$ cat config.mk
export PLATFORM = sky130hd
export DESIGN_NAME = alu_mul_seq_flat
export DESIGN_NICKNAME = d
export VERILOG_FILES = /design/src/rtl/alu_pkg.sv /design/src/rtl/alu_mul_seq_if.sv /design/src/rtl/alu_mul_seq.sv /design/src/flat_wrapper.sv
export SDC_FILE = /design/constraint.sdc
export NUM_CORES = 1
export LEC_CHECK = 0
export ABC_AREA = 1
export CAP_MARGIN = 20
export CORE_MARGIN = 5
export CORE_UTILIZATION = 46
export DETAILED_ROUTE_END_ITERATION = 8
export HOLD_SLACK_MARGIN = 0.05
export PLACE_DENSITY = 0.88
export SETUP_SLACK_MARGIN = 0.5
export SYNTH_ARGS = -nofsm -noshare
export SYNTH_HDL_FRONTEND = slang
export SYNTH_SLANG_ARGS = --single-unit
$ cat constraint.sdc
create_clock -name clk -period 2.12 [get_ports clk]
set_input_delay 0.424 -clock clk [delete_from_list [all_inputs] [get_ports clk]]
set_output_delay 0.424 -clock clk [all_outputs]
set_load 0.005 [all_outputs]
$ cat src/rtl/alu_pkg.sv
// Shared ALU definitions: opcode constants and the multiplier sequencer
// state encoding. Used by alu, alu_mul_seq and the bench.
package alu_pkg;

    localparam int ALU_OP_W = 2;

    localparam logic [ALU_OP_W-1:0] ALU_OP_ADD = 2'd0;
    localparam logic [ALU_OP_W-1:0] ALU_OP_LSL = 2'd1;
    localparam logic [ALU_OP_W-1:0] ALU_OP_AND = 2'd2;
    localparam logic [ALU_OP_W-1:0] ALU_OP_NOT = 2'd3;

    typedef enum logic [1:0] {
        IDLE  = 2'd0,
        STEP  = 2'd1,
        SHIFT = 2'd2,
        DONE  = 2'd3
    } mul_state_t;

endpackage

$ cat src/rtl/alu_mul_seq_if.sv
// Operand/result handshake plus the ALU borrow port of the multiplier
// sequencer. slave = sequencer side, master = CPU/ALU side.
interface alu_mul_seq_if #(
    parameter int REG_WIDTH    = 16,
    parameter int ALU_OP_WIDTH = 2
);
    logic                    in_valid;
    logic                    in_ready;
    logic [REG_WIDTH-1:0]    in_a;
    logic [REG_WIDTH-1:0]    in_b;
    logic                    out_valid;
    logic                    out_ready;
    logic [REG_WIDTH-1:0]    out_prod;
    logic                    alu_sel;
    logic [ALU_OP_WIDTH-1:0] alu_op;
    logic [REG_WIDTH-1:0]    alu_rs;
    logic [REG_WIDTH-1:0]    alu_rt;
    logic [REG_WIDTH-1:0]    alu_result;

    modport slave (
        input  in_valid, in_a, in_b, out_ready, alu_result,
        output in_ready, out_valid, out_prod, alu_sel, alu_op, alu_rs, alu_rt
    );

    modport master (
        output in_valid, in_a, in_b, out_ready, alu_result,
        input  in_ready, out_valid, out_prod, alu_sel, alu_op, alu_rs, alu_rt
    );
endinterface

$ cat src/rtl/alu_mul_seq.sv
// Shift-and-add multiplier sequencer. Borrows the shared ALU for one ADD
// (STEP) and one LSL (SHIFT) per multiplier bit; returns the low REG_WIDTH
// product bits over a valid/ready port.
// Optional macro MUL_EARLY_EXIT_EN: leave the loop from STEP once no
// multiplier bits remain at or above the current position.
module alu_mul_seq
    import alu_pkg::*;
#(
    parameter int REG_WIDTH    = 16,
    parameter int ALU_OP_WIDTH = 2
) (
    input  logic          clk,
    input  logic          rst,
    alu_mul_seq_if.slave  bus
);

    localparam int CNT_W = (REG_WIDTH > 1) ? $clog2(REG_WIDTH) : 1;
    localparam logic [CNT_W-1:0] CNT_LAST = CNT_W'(REG_WIDTH - 1);

    mul_state_t           state_q, state_d;
    logic [REG_WIDTH-1:0] mcand_q, mcand_d;
    logic [REG_WIDTH-1:0] mplier_q, mplier_d;
    logic [REG_WIDTH-1:0] prod_q, prod_d;
    logic [CNT_W-1:0]     cnt_q, cnt_d;

    // State and datapath registers; reset abandons any multiply in flight
    always_ff @(posedge clk or posedge rst) begin
        if (rst) begin
            state_q  <= IDLE;
            mcand_q  <= '0;
            mplier_q <= '0;
            prod_q   <= '0;
            cnt_q    <= '0;
        end else begin
            state_q  <= state_d;
            mcand_q  <= mcand_d;
            mplier_q <= mplier_d;
            prod_q   <= prod_d;
            cnt_q    <= cnt_d;
        end
    end

    // Next-state: ALU result feeds prod in STEP and mcand in SHIFT
    always_comb begin
        state_d  = state_q;
        mcand_d  = mcand_q;
        mplier_d = mplier_q;
        prod_d   = prod_q;
        cnt_d    = cnt_q;
        case (state_q)
            IDLE: begin
                if (bus.in_valid) begin
                    mcand_d  = bus.in_a;
                    mplier_d = bus.in_b;
                    prod_d   = '0;
                    cnt_d    = '0;
                    state_d  = STEP;
                end
            end
            STEP: begin
`ifdef MUL_EARLY_EXIT_EN
                // Nothing left to add: prod is already final
                if ((mplier_q >> cnt_q) == '0) begin
                    state_d = DONE;
                end else
`endif
                begin
                    if (mplier_q[cnt_q]) prod_d = bus.alu_result;
                    state_d = SHIFT;
                end
            end
            SHIFT: begin
                mcand_d = bus.alu_result;
                if (cnt_q == CNT_LAST) begin
                    state_d = DONE;
                end else begin
                    cnt_d   = cnt_q + CNT_W'(1);
                    state_d = STEP;
                end
            end
            DONE: begin
                if (bus.out_ready) state_d = IDLE;
            end
            default: state_d = IDLE;
        endcase
    end

    // Outputs decode registered state only; ALU driven idle-safe by default
    always_comb begin
        bus.in_ready  = 1'b0;
        bus.out_valid = 1'b0;
        bus.out_prod  = '0;
        bus.alu_sel   = 1'b0;
        bus.alu_op    = ALU_OP_WIDTH'(ALU_OP_ADD);
        bus.alu_rs    = '0;
        bus.alu_rt    = '0;
        case (state_q)
            IDLE: bus.in_ready = 1'b1;
            STEP: begin
                bus.alu_sel = 1'b1;
                bus.alu_op  = ALU_OP_WIDTH'(ALU_OP_ADD);
                bus.alu_rs  = prod_q;
                bus.alu_rt  = mcand_q;
            end
            SHIFT: begin
                bus.alu_sel = 1'b1;
                bus.alu_op  = ALU_OP_WIDTH'(ALU_OP_LSL);
                bus.alu_rs  = mcand_q;
                bus.alu_rt  = REG_WIDTH'(1);
            end
            DONE: begin
                bus.out_valid = 1'b1;
                bus.out_prod  = prod_q;
            end
            default: ;
        endcase
    end

endmodule

$ cat src/flat_wrapper.sv
// flat-port wrapper written by rule: the top's interface ports become plain ports
module alu_mul_seq_flat import alu_pkg::*;
#(
    parameter int REG_WIDTH    = 16,
    parameter int ALU_OP_WIDTH = 2
)
  (clk, rst, bus_in_valid, bus_in_a, bus_in_b, bus_out_ready, bus_alu_result, bus_in_ready, bus_out_valid, bus_out_prod, bus_alu_sel, bus_alu_op, bus_alu_rs, bus_alu_rt);
  alu_mul_seq_if #(.REG_WIDTH(REG_WIDTH), .ALU_OP_WIDTH(ALU_OP_WIDTH)) bus_i ();
  input  logic clk;
  input  logic rst;
  input wire logic [$bits(bus_i.in_valid)-1:0] bus_in_valid;
  input wire logic [$bits(bus_i.in_a)-1:0] bus_in_a;
  input wire logic [$bits(bus_i.in_b)-1:0] bus_in_b;
  input wire logic [$bits(bus_i.out_ready)-1:0] bus_out_ready;
  input wire logic [$bits(bus_i.alu_result)-1:0] bus_alu_result;
  output wire logic [$bits(bus_i.in_ready)-1:0] bus_in_ready;
  output wire logic [$bits(bus_i.out_valid)-1:0] bus_out_valid;
  output wire logic [$bits(bus_i.out_prod)-1:0] bus_out_prod;
  output wire logic [$bits(bus_i.alu_sel)-1:0] bus_alu_sel;
  output wire logic [$bits(bus_i.alu_op)-1:0] bus_alu_op;
  output wire logic [$bits(bus_i.alu_rs)-1:0] bus_alu_rs;
  output wire logic [$bits(bus_i.alu_rt)-1:0] bus_alu_rt;
  assign bus_i.in_valid = bus_in_valid;
  assign bus_i.in_a = bus_in_a;
  assign bus_i.in_b = bus_in_b;
  assign bus_i.out_ready = bus_out_ready;
  assign bus_i.alu_result = bus_alu_result;
  assign bus_in_ready = bus_i.in_ready;
  assign bus_out_valid = bus_i.out_valid;
  assign bus_out_prod = bus_i.out_prod;
  assign bus_alu_sel = bus_i.alu_sel;
  assign bus_alu_op = bus_i.alu_op;
  assign bus_alu_rs = bus_i.alu_rs;
  assign bus_alu_rt = bus_i.alu_rt;
  alu_mul_seq #(.REG_WIDTH(REG_WIDTH), .ALU_OP_WIDTH(ALU_OP_WIDTH)) u_core (.clk(clk), .rst(rst), .bus(bus_i));
endmodule
Word-level counts from Yosys, hierarchy flattened

Index checks and enable logic that the tools add are counted.

Bits in registers: 54
Bits of input ports: 52
Output and inout bits: 53
Logic and storage cells: 45

Equal/unequal tests: 8
Reductions and logical operators: 9
Muxes and demuxes: 21
$lt $le $gt $ge: 1
Add/subtract/negate cells: 1

Operator list:

| operator                                                                 | count |
|---|---|
| 16-bit case mux with 2 select lines                                      | 4 |
| 16-bit two-way mux                                                       | 4 |
| 4-bit two-way mux                                                        | 2 |
| 2-bit case mux with 4 select lines                                       | 1 |
| 4-bit case mux with 2 select lines                                       | 1 |
| 2-bit two-way mux                                                        | 3 |
| 2-bit inequality test (second input constant)                            | 3 |
| 2-bit AND reduction                                                      | 3 |
| 3-bit AND reduction                                                      | 2 |
| 4-bit by 5-bit < comparator with 1-bit output (second input constant)    | 1 |
| 1-bit two-way mux                                                        | 5 |
| 4-bit by 1-bit adder with 4-bit output (second input constant)           | 1 |
| 1-bit binary-select mux with 4-bit select                                | 1 |
| 2-bit == test (second input constant)                                    | 2 |
| 4-bit == test (second input constant)                                    | 1 |
| 2-bit nonzero test                                                       | 2 |
| 2-bit by 1-bit == test with 1-bit output (second input constant)         | 1 |
| 2-bit logical NOT                                                        | 1 |
| 2-bit by 1-bit inequality test with 1-bit output (second input constant) | 1 |
| 2-bit OR reduction                                                       | 1 |

Depth between registers and ports, before layout

Gate-level depths: netlist of run 1.

Depth in word-level cells: 4
Depth in mapped cells: 12

Least setup slack after synthesis of run 1

Ideal clock, no wire load.

Path type: reg2out
Start point: reg u_core.state_q[1]
End point: out bus_alu_rs[10]
Setup slack: 0.174 ns
Stages on the path, launching flop included: 7
Path buffers: 2
Arrival time: 1.522 ns
Data required time: 1.696 ns
Path through: dfrtp_1 inv_1 ha_1 clkbuf_1 nand2_1 clkbuf_1 o21ai_0

Cells in the longest elaborated chain, start to end: 2
Elaborated cells on any way between the ends: 3

RTL lines:

| what                                                                             | line               | text |
|---|---|---|
| start: declaration                                                               | alu_mul_seq.sv:20  | `mul_state_t state_q, state_d;` |
| start signal: assignment                                                         | alu_mul_seq.sv:35  | `state_q <= state_d;` |
| 2-bit == test / 2-bit by 1-bit == test with 1-bit output (equally long branches) | alu_mul_seq.sv:97  | `case (state_q)` |
| 16-bit case mux with 2 select lines (*)                                          | alu_mul_seq.sv:97  |  |
| end: declaration                                                                 | flat_wrapper.sv:21 | `output wire logic [$bits(bus_i.alu_rs)-1:0] bus_alu_rs;` |

Mark *: on every way between the ends. The rest lies on a longest branch, timed or not.

Worst setup path after layout of run 1

Start point: reg u_core.state_q[0]
End point: out bus_alu_rt[11]

Cells in the longest elaborated chain, start to end: 2
Elaborated cells on any way between the ends: 3

RTL lines:

| what                                                                             | line               | text |
|---|---|---|
| 2-bit == test / 2-bit by 1-bit == test with 1-bit output (equally long branches) | alu_mul_seq.sv:97  |  |
| 16-bit case mux with 2 select lines (*)                                          | alu_mul_seq.sv:97  |  |
| end: declaration                                                                 | flat_wrapper.sv:22 | `output wire logic [$bits(bus_i.alu_rt)-1:0] bus_alu_rt;` |

Marks and branches as above.

==> run metrics, run 1 <==
status finished, violations left; failing checks negative setup slack; final hold violations 0; Sink Count 54; drt wl/cell 27.0 um; worst IR drop on VDD 1.30 mV; final critical-path required period 2400 ps; layout cells sized above 1 0.538; Synth Warn # 0; data arrival time of the critical path 1980 ps; Max Cap Viol 0; WS Path Type flop to output port; Sw Ratio 0.463; Clk pwr share 0.086; library cells used by synthesis 27; Main synth FF type dfrtp_1; CTS Buffer Depth 2; Worst EP required 1700 ps; Post-Syn Nets 436; Initial Utilization 0.475; cts hold-fix bufs 0; clock transition at the registers of the reported paths 110 ps; max-slew violations 0; Setup crit end kind output port; Avg Cell Area, Syn 8.00 sq um; hpwl dp 6730 um; Power per Cell Area 1780 nW/um^2; Gate power share 0.717; vias in the first global route 3846; Layout fillers 220; core footprint 6390 sq um; IO buf count 103; asr flop ratio synth 1.00; setup_tns -6600 ps; Via density 6.42; Non-Filler Instances 637; clk_skew 19.3 ps; I/O pin count 105; period utilisation layout 1.13; Leak 2.78 nW; Synth Cell Area 3030 sq um; Setup violations, final 61; Worst setup SP type flop; die width 91.2 um; post-synthesis to final-layout area growth 91.2%; GRT Total Usage 0.306; # rows 29; NumNets Final 616; Placed Cells 558; largest net degree at the start of global routing 55; final core utilization 0.908; global-route wire length before repair 20200 um; final wirelength 17200 um; Placer Congestion 0.837; Area after DPL 4290 sq um; Peak Freq 416 MHz; htree depth 2; Crit Path Max Fanout 7; HP Class input pin to async pin; Die Ht 91.2 um; Final Cell Area 5800 sq um; post-synthesis sequential area ratio 0.446; DRC 0; Routed Antenna Nets 0; CTS tree yes; DRT Pass-1 Iters 7; setup ws final -282 ps; die area 8310 sq um; Synth Instances 379; initial antenna violation count 0; total CTS buffers 5; total gr overflow 0; ant diodes 0; Starting DRT DRC Count 508; internal power 5.53 mW; Psw 4.77 mW; CP startpoint u_core.state_q[0]$_DFFE_PP0P_; register share of total power 0.197; register bit total from synthesis 54; Vias 4091; EDFF count, synth 0; CTS Root Cell clkbuf_8; Critical R2R Launch u_core.state_q[0]$_DFFE_PP0P_; Worst-Skew Late Latency 340 ps; RSZ-0062 raised after global routing yes; footprint of the multi-input gates 2030 sq um; Sequential Area 1350 sq um
==> power groups by stage <==
stage	combinational (mW)	clock, mW	sequential [mW]
6_report	7.38	0.890	2.03
5_1_grt	7.57	0.936	2.03
4_1_cts	5.16	0.847	1.85
3_5_place_dp	3.66	0	1.82
3_3_place_gp	3.52	0	1.80
2_1_floorplan	2.32	0	1.72
==> state kept, by name, summed over array words and instances (netlist names) <==
register	flops
u_core.mplier_q	16
u_core.prod_q	16
u_core.cnt_q	4
u_core.mcand_q	16
u_core.state_q	2
==> Yosys cell counts, types with 3 or more instances <==
library cell / count / area [sq um]
mux2_2: 16 / 180
o21ai_0: 22 / 110
nand2_1: 83 / 312
dfrtp_1: 54 / 1350
buf_2: 6 / 30.0
a21oi_1: 3 / 15.0
nand2_2: 26 / 163
clkbuf_1: 12 / 45.0
nand4_1: 16 / 100
nor2_1: 31 / 116
a31oi_1: 16 / 100
nand3_1: 31 / 155
ha_1: 5 / 62.6
inv_1: 41 / 154
==> worst paths after layout <==
path	slack, ps	cells after the start	to
min in group clk	540	1	u_core.mplier_q[8]$_DFFE_PP0P_
hold reg to reg	540	1	u_core.mplier_q[8]$_DFFE_PP0P_
setup reg to reg	-150	14	u_core.cnt_q[3]$_DFFE_PP0P_
max in group asynchronous	1350	3	u_core.prod_q[1]$_DFFE_PP0P_
hold / removal	510	3	u_core.prod_q[11]$_DFFE_PP0P_
setup / recovery	-280	8	bus_alu_rt[11]
==> critical path, cell delays in order (launching register included) <==
cell and delay, ps:
dfrtp_1 440, inv_2 100, ha_4 360, buf_12 130
nand2_8 80, buf_6 150, buf_6 130, nor2_1 110
buf_2 140
==> metal layers <==
metal,part of all wire,up-vias,global-route usage,routed length [um]
met5,0,-,0,0
met4,0.099,0,0.203,1690
met3,0.11,143,0.0669,1900
met2,0.45,431,0.498,7820
met1,0.34,1921,0.362,5780
li1,-,1596,-,-
==> per-stage QoR <==
step / setup slack (ps) / total power [mW] / hold WS, ps
floorplan: 467 / 4.04 / 463
global placement: 56.7 / 5.32 / 485
detailed placement: -40.1 / 5.49 / 492
CTS: -44.9 / 7.86 / 514
global route: -311 / 10.5 / 540
finish: -282 / 10.3 / 507
==> area by class of cell <==
type,instances,area share
Tap cell,77,0.0166
Multi-Input combinational cell,260,0.351
Inverter,44,0.0322
Timing Repair Buffer,194,0.343
Clock inverter,2,0.0104
Sequential cell,54,0.233
Clock buffer,6,0.0142
==> cells in the final DEF, fill, tap and decap left out, types with 4 or more instances in the layout <==
| cell type | count |
|---|---|
| ha_4 | 4 |
| dfrtp_1 | 53 |
| o21ai_1 | 11 |
| nand2_4 | 6 |
| mux2_2 | 16 |
| nor2_4 | 9 |
| inv_1 | 22 |
| nand4_1 | 16 |
| buf_2 | 34 |
| nor2_1 | 13 |
| nand2_8 | 6 |
| o21ai_2 | 9 |
| inv_2 | 19 |
| nand2_1 | 64 |
| nor2_2 | 10 |
| buf_6 | 67 |
| buf_12 | 12 |
| buf_4 | 22 |
| clkbuf_8 | 6 |
| nand3_1 | 18 |
| nand2_2 | 36 |
| nand3_2 | 12 |
| clkdlybuf4s50_1 | 51 |
| a31oi_1 | 4 |
| a31oi_4 | 12 |
==> what timing repair did <==
action	in CTS	in global routing
gates resized for setup	324	110
setup endpoints to repair	89	105
pin swaps	10	41
gates cloned	6	2
endpoints found under the hold margin	0	0
setup buffers	35	28
==> kinds of logic (layout without fill, tap and decap cells) <==
| kind of cell | count (synthesis) | count (layout) | synth area share |
|---|---|---|---|
| AND/OR/NAND/NOR | 193 | 194 | 0.295 |
| other | 1 | 1 | 0.00124 |
| adder cells (fa/ha/maj) | 5 | 5 | 0.0206 |
| multiplexers | 16 | 16 | 0.0594 |
| buffers and inverters | 66 | 246 | 0.0962 |
| flip-flops | 54 | 54 | 0.446 |
| AO/OA/AOI/OAI | 44 | 44 | 0.0817 |
Power figures use the tool's default switching activity.
==> inputs of run 2 (changes only) <==
--- a/config.mk
+++ b/config.mk
@@ -6,11 +6,12 @@
 export NUM_CORES = 1
 export LEC_CHECK = 0
 export ABC_AREA = 1
-export CAP_MARGIN = 20
+export CORE_ASPECT_RATIO = 2
 export CORE_MARGIN = 5
 export CORE_UTILIZATION = 46
 export DETAILED_ROUTE_END_ITERATION = 8
 export HOLD_SLACK_MARGIN = 0.05
+export MAX_ROUTING_LAYER = met4
 export PLACE_DENSITY = 0.88
 export SETUP_SLACK_MARGIN = 0.5
 export SYNTH_ARGS = -nofsm -noshare
==> run 2 against run 1 <==
Compared with the run above: the flow still finishes with violations (negative setup slack); sequential share of layout area rose by 1.1 points; cell count is 1.4% lower; combinational power is 9.6% lower; clock power is 5.8% lower; clock-buffer cell count unchanged; global-route usage decreased by 0.94 points; hold slack lost 52 ps; critical endpoint is now bus_alu_rt[4].
==> run metrics, run 2 (same netlist as run 1, synthesis figures left out) <==
RSZ-0062 raised after global routing yes; vias in the first global route 3623 (-5.8%); Via density 6.11 (-4.9%); Rel. slew slack 0.665; worst hold slack 455 ps (-51.5 ps); layout cells sized above 1 0.507 (-0.0301); clock transition at the registers of the reported paths 80 ps (-30 ps); period utilisation layout 1.04 (-0.0918); setup ws final -87.2 ps (+195 ps); CP max stage delay 410 ps (-30 ps); HP Class input pin to async pin; Setup violations, final 30 (-51%); Initial Utilization 0.465 (-0.00948); status finished, violations left; NumNets Final 597 (-3.1%); Worst-Skew Late Latency 310 ps (-30 ps); Slew @ Worst Pin 502 ps; Sink Count 54 (unchanged); Placer Congestion 0.894 (+6.9%); most common cell after layout, fill and taps aside nand2_1; I/O pin count 105 (unchanged); R2R setup slack -20 ps (+130 ps); Power per Cell Area 1720 nW/um^2 (-3.3%); final critical-path required period 2210 ps (-195 ps); IO buf count 103 (unchanged); cts hold-fix bufs 0 (unchanged); core footprint 6520 sq um (+2.0%); Crit Path Max Fanout 6 (-1); Worst EP required 1700 ps (about the same); DRT Pass-1 Iters 8 (+1); GRT Total Usage 0.297 (-0.00936); CTS tree yes; Final Cell Area 5530 sq um (-4.6%); drt wl/cell 24.2 um (-10%); Vias 3834 (-6.3%); hpwl dp 6240 um (-7.3%); WS Path Type flop to output port; commonest non-fill, non-tap cells in the layout nand2_1 (56), dfrtp_1 (54), clkdlybuf4s50_1 (51), buf_6 (45), buf_2 (33); CTS Buffer Depth 2 (unchanged); Routed Antenna Nets 0 (unchanged); data arrival time of the critical path 1780 ps (-200 ps); die width 67.4 um (-26%); # rows 42 (+45%); die area 8410 sq um (+1.2%); ant diodes 0 (unchanged); Regs by FF count u_core.mcand_q x16, u_core.mplier_q x16, u_core.prod_q x16; Die Ht 125 um (+37%); post-synthesis to final-layout area growth 82.5%; slowest stage cell, crit path dfrtp_1; Critical R2R Launch u_core.state_q[0]$_DFFE_PP0P_; final wirelength 15200 um (-12%); DRC 0 (unchanged); cells on worst reg2reg path 12 (-2); Leak 2.78 nW (+0.23%); crit-path cells inv_2 > ha_4 > buf_12 > nand2_8 > buf_6 > nor2_2 > buf_2; total CTS buffers 5 (unchanged); worst setup path end bus_alu_rt[4]; Peak Freq 453 MHz (+8.8%); worst IR drop on VDD 1.17 mV (-10%); clk_skew 15.6 ps (-3.70 ps); CTS Root Cell clkbuf_16; Max Cap Viol 0 (unchanged); largest net degree at the start of global routing 39 (-29%); htree depth 2 (unchanged); initial antenna violation count 0 (unchanged); Area after DPL 4290 sq um (about the same); Layout fillers 337 (+53%); Worst setup SP type flop; final hold violations 0 (unchanged); max-slew violations 0 (unchanged); Starting DRT DRC Count 476 (-6.3%); FF-to-FF End u_core.cnt_q[0]$_DFFE_PP0P_; global-route wire length before repair 18100 um (-10%); failing checks negative setup slack; CP startpoint u_core.state_q[1]$_DFFE_PP0P_; total gr overflow 0 (unchanged); Setup crit end kind output port
## run 2: cell types whose count changed in the layout (fill, tap and decap cells not counted), moves of 8 or more
cell	previous run	this run
nand2_4	6	24
nand2_2	36	28
nand2_1	64	56
a31oi_4	12	0
a31oi_1	4	16
buf_6	67	45
clkbuf_2	0	8
## run 2: cell type report
cell class,count,area [sq um],area share
clock buffers,6,129,0.0233
clock inverters,1,7.51,0.00136
inverters,44,179,0.0323
multi-input cells,262,2020,0.366
flip-flops and latches,54,1350,0.244
well taps,88,110,0.0199
repair buffers,173,1730,0.313
## run 2: timing repair
action | in CTS | in global routing
cloned | 9 | 4
setup endpoints to repair | 90 | 106
setup buffers | 32 | 12
pin swaps | 14 | 21
gates resized for setup | 234 | 164
## run 2: routing by layer
metal / up-vias / wire [um] / GRT usage
met3: 115 / 1440 / 0.0695
met4: 0 / 1430 / 0.185
met2: 349 / 7530 / 0.480
met5: - / 0 / -
met1: 1810 / 4770 / 0.313
li1: 1560 / - / -
## run 2: worst min-delay path by stage
stage / to / cells after the start / startpoint / slack (ps)
floorplan: u_core.prod_q[10]$_DFFE_PP0P_ / 2 / u_core.prod_q[10]$_DFFE_PP0P_ / 460
finish: u_core.mplier_q[6]$_DFFE_PP0P_ / 2 / rst / 460
CTS: u_core.mplier_q[3]$_DFFE_PP0P_ / 2 / rst / 490
global route: u_core.mplier_q[6]$_DFFE_PP0P_ / 2 / rst / 510
detailed placement: u_core.prod_q[14]$_DFFE_PP0P_ / 2 / u_core.prod_q[14]$_DFFE_PP0P_ / 490
global placement: u_core.prod_q[11]$_DFFE_PP0P_ / 2 / u_core.prod_q[11]$_DFFE_PP0P_ / 490
## run 2: stage by stage
stage / TNS (ps) / total power, mW / std cells / utilization / worst slack (ps)
2_1_floorplan: 0 / 4.04 / 379 / - / 467
3_3_place_gp: 0 / 5.30 / 564 / 0.658 / 2.36
3_5_place_dp: -454 / 5.41 / 564 / 0.658 / -59.8
4_1_cts: 0 / 7.54 / 612 / 0.763 / 30.8
5_1_grt: -2320 / 9.81 / 628 / 0.849 / -126
6_report: -1310 / 9.50 / 628 / 0.849 / -87.2
## run 2: power breakdown
| group | switching (mW) | internal [mW] |
|---|---|---|
| logic | 3.60 | 3.08 |
| registers | 0.503 | 1.49 |
| clock network | 0.404 | 0.434 |
## run 2: critical path: cells and delay by family, from the launching register on
family / cells / cell delay [ps]
buffers and inverters: 4 / 530
adder cells (fa/ha/maj): 1 / 340
AND/OR/NAND/NOR: 2 / 180
flip-flops: 1 / 410
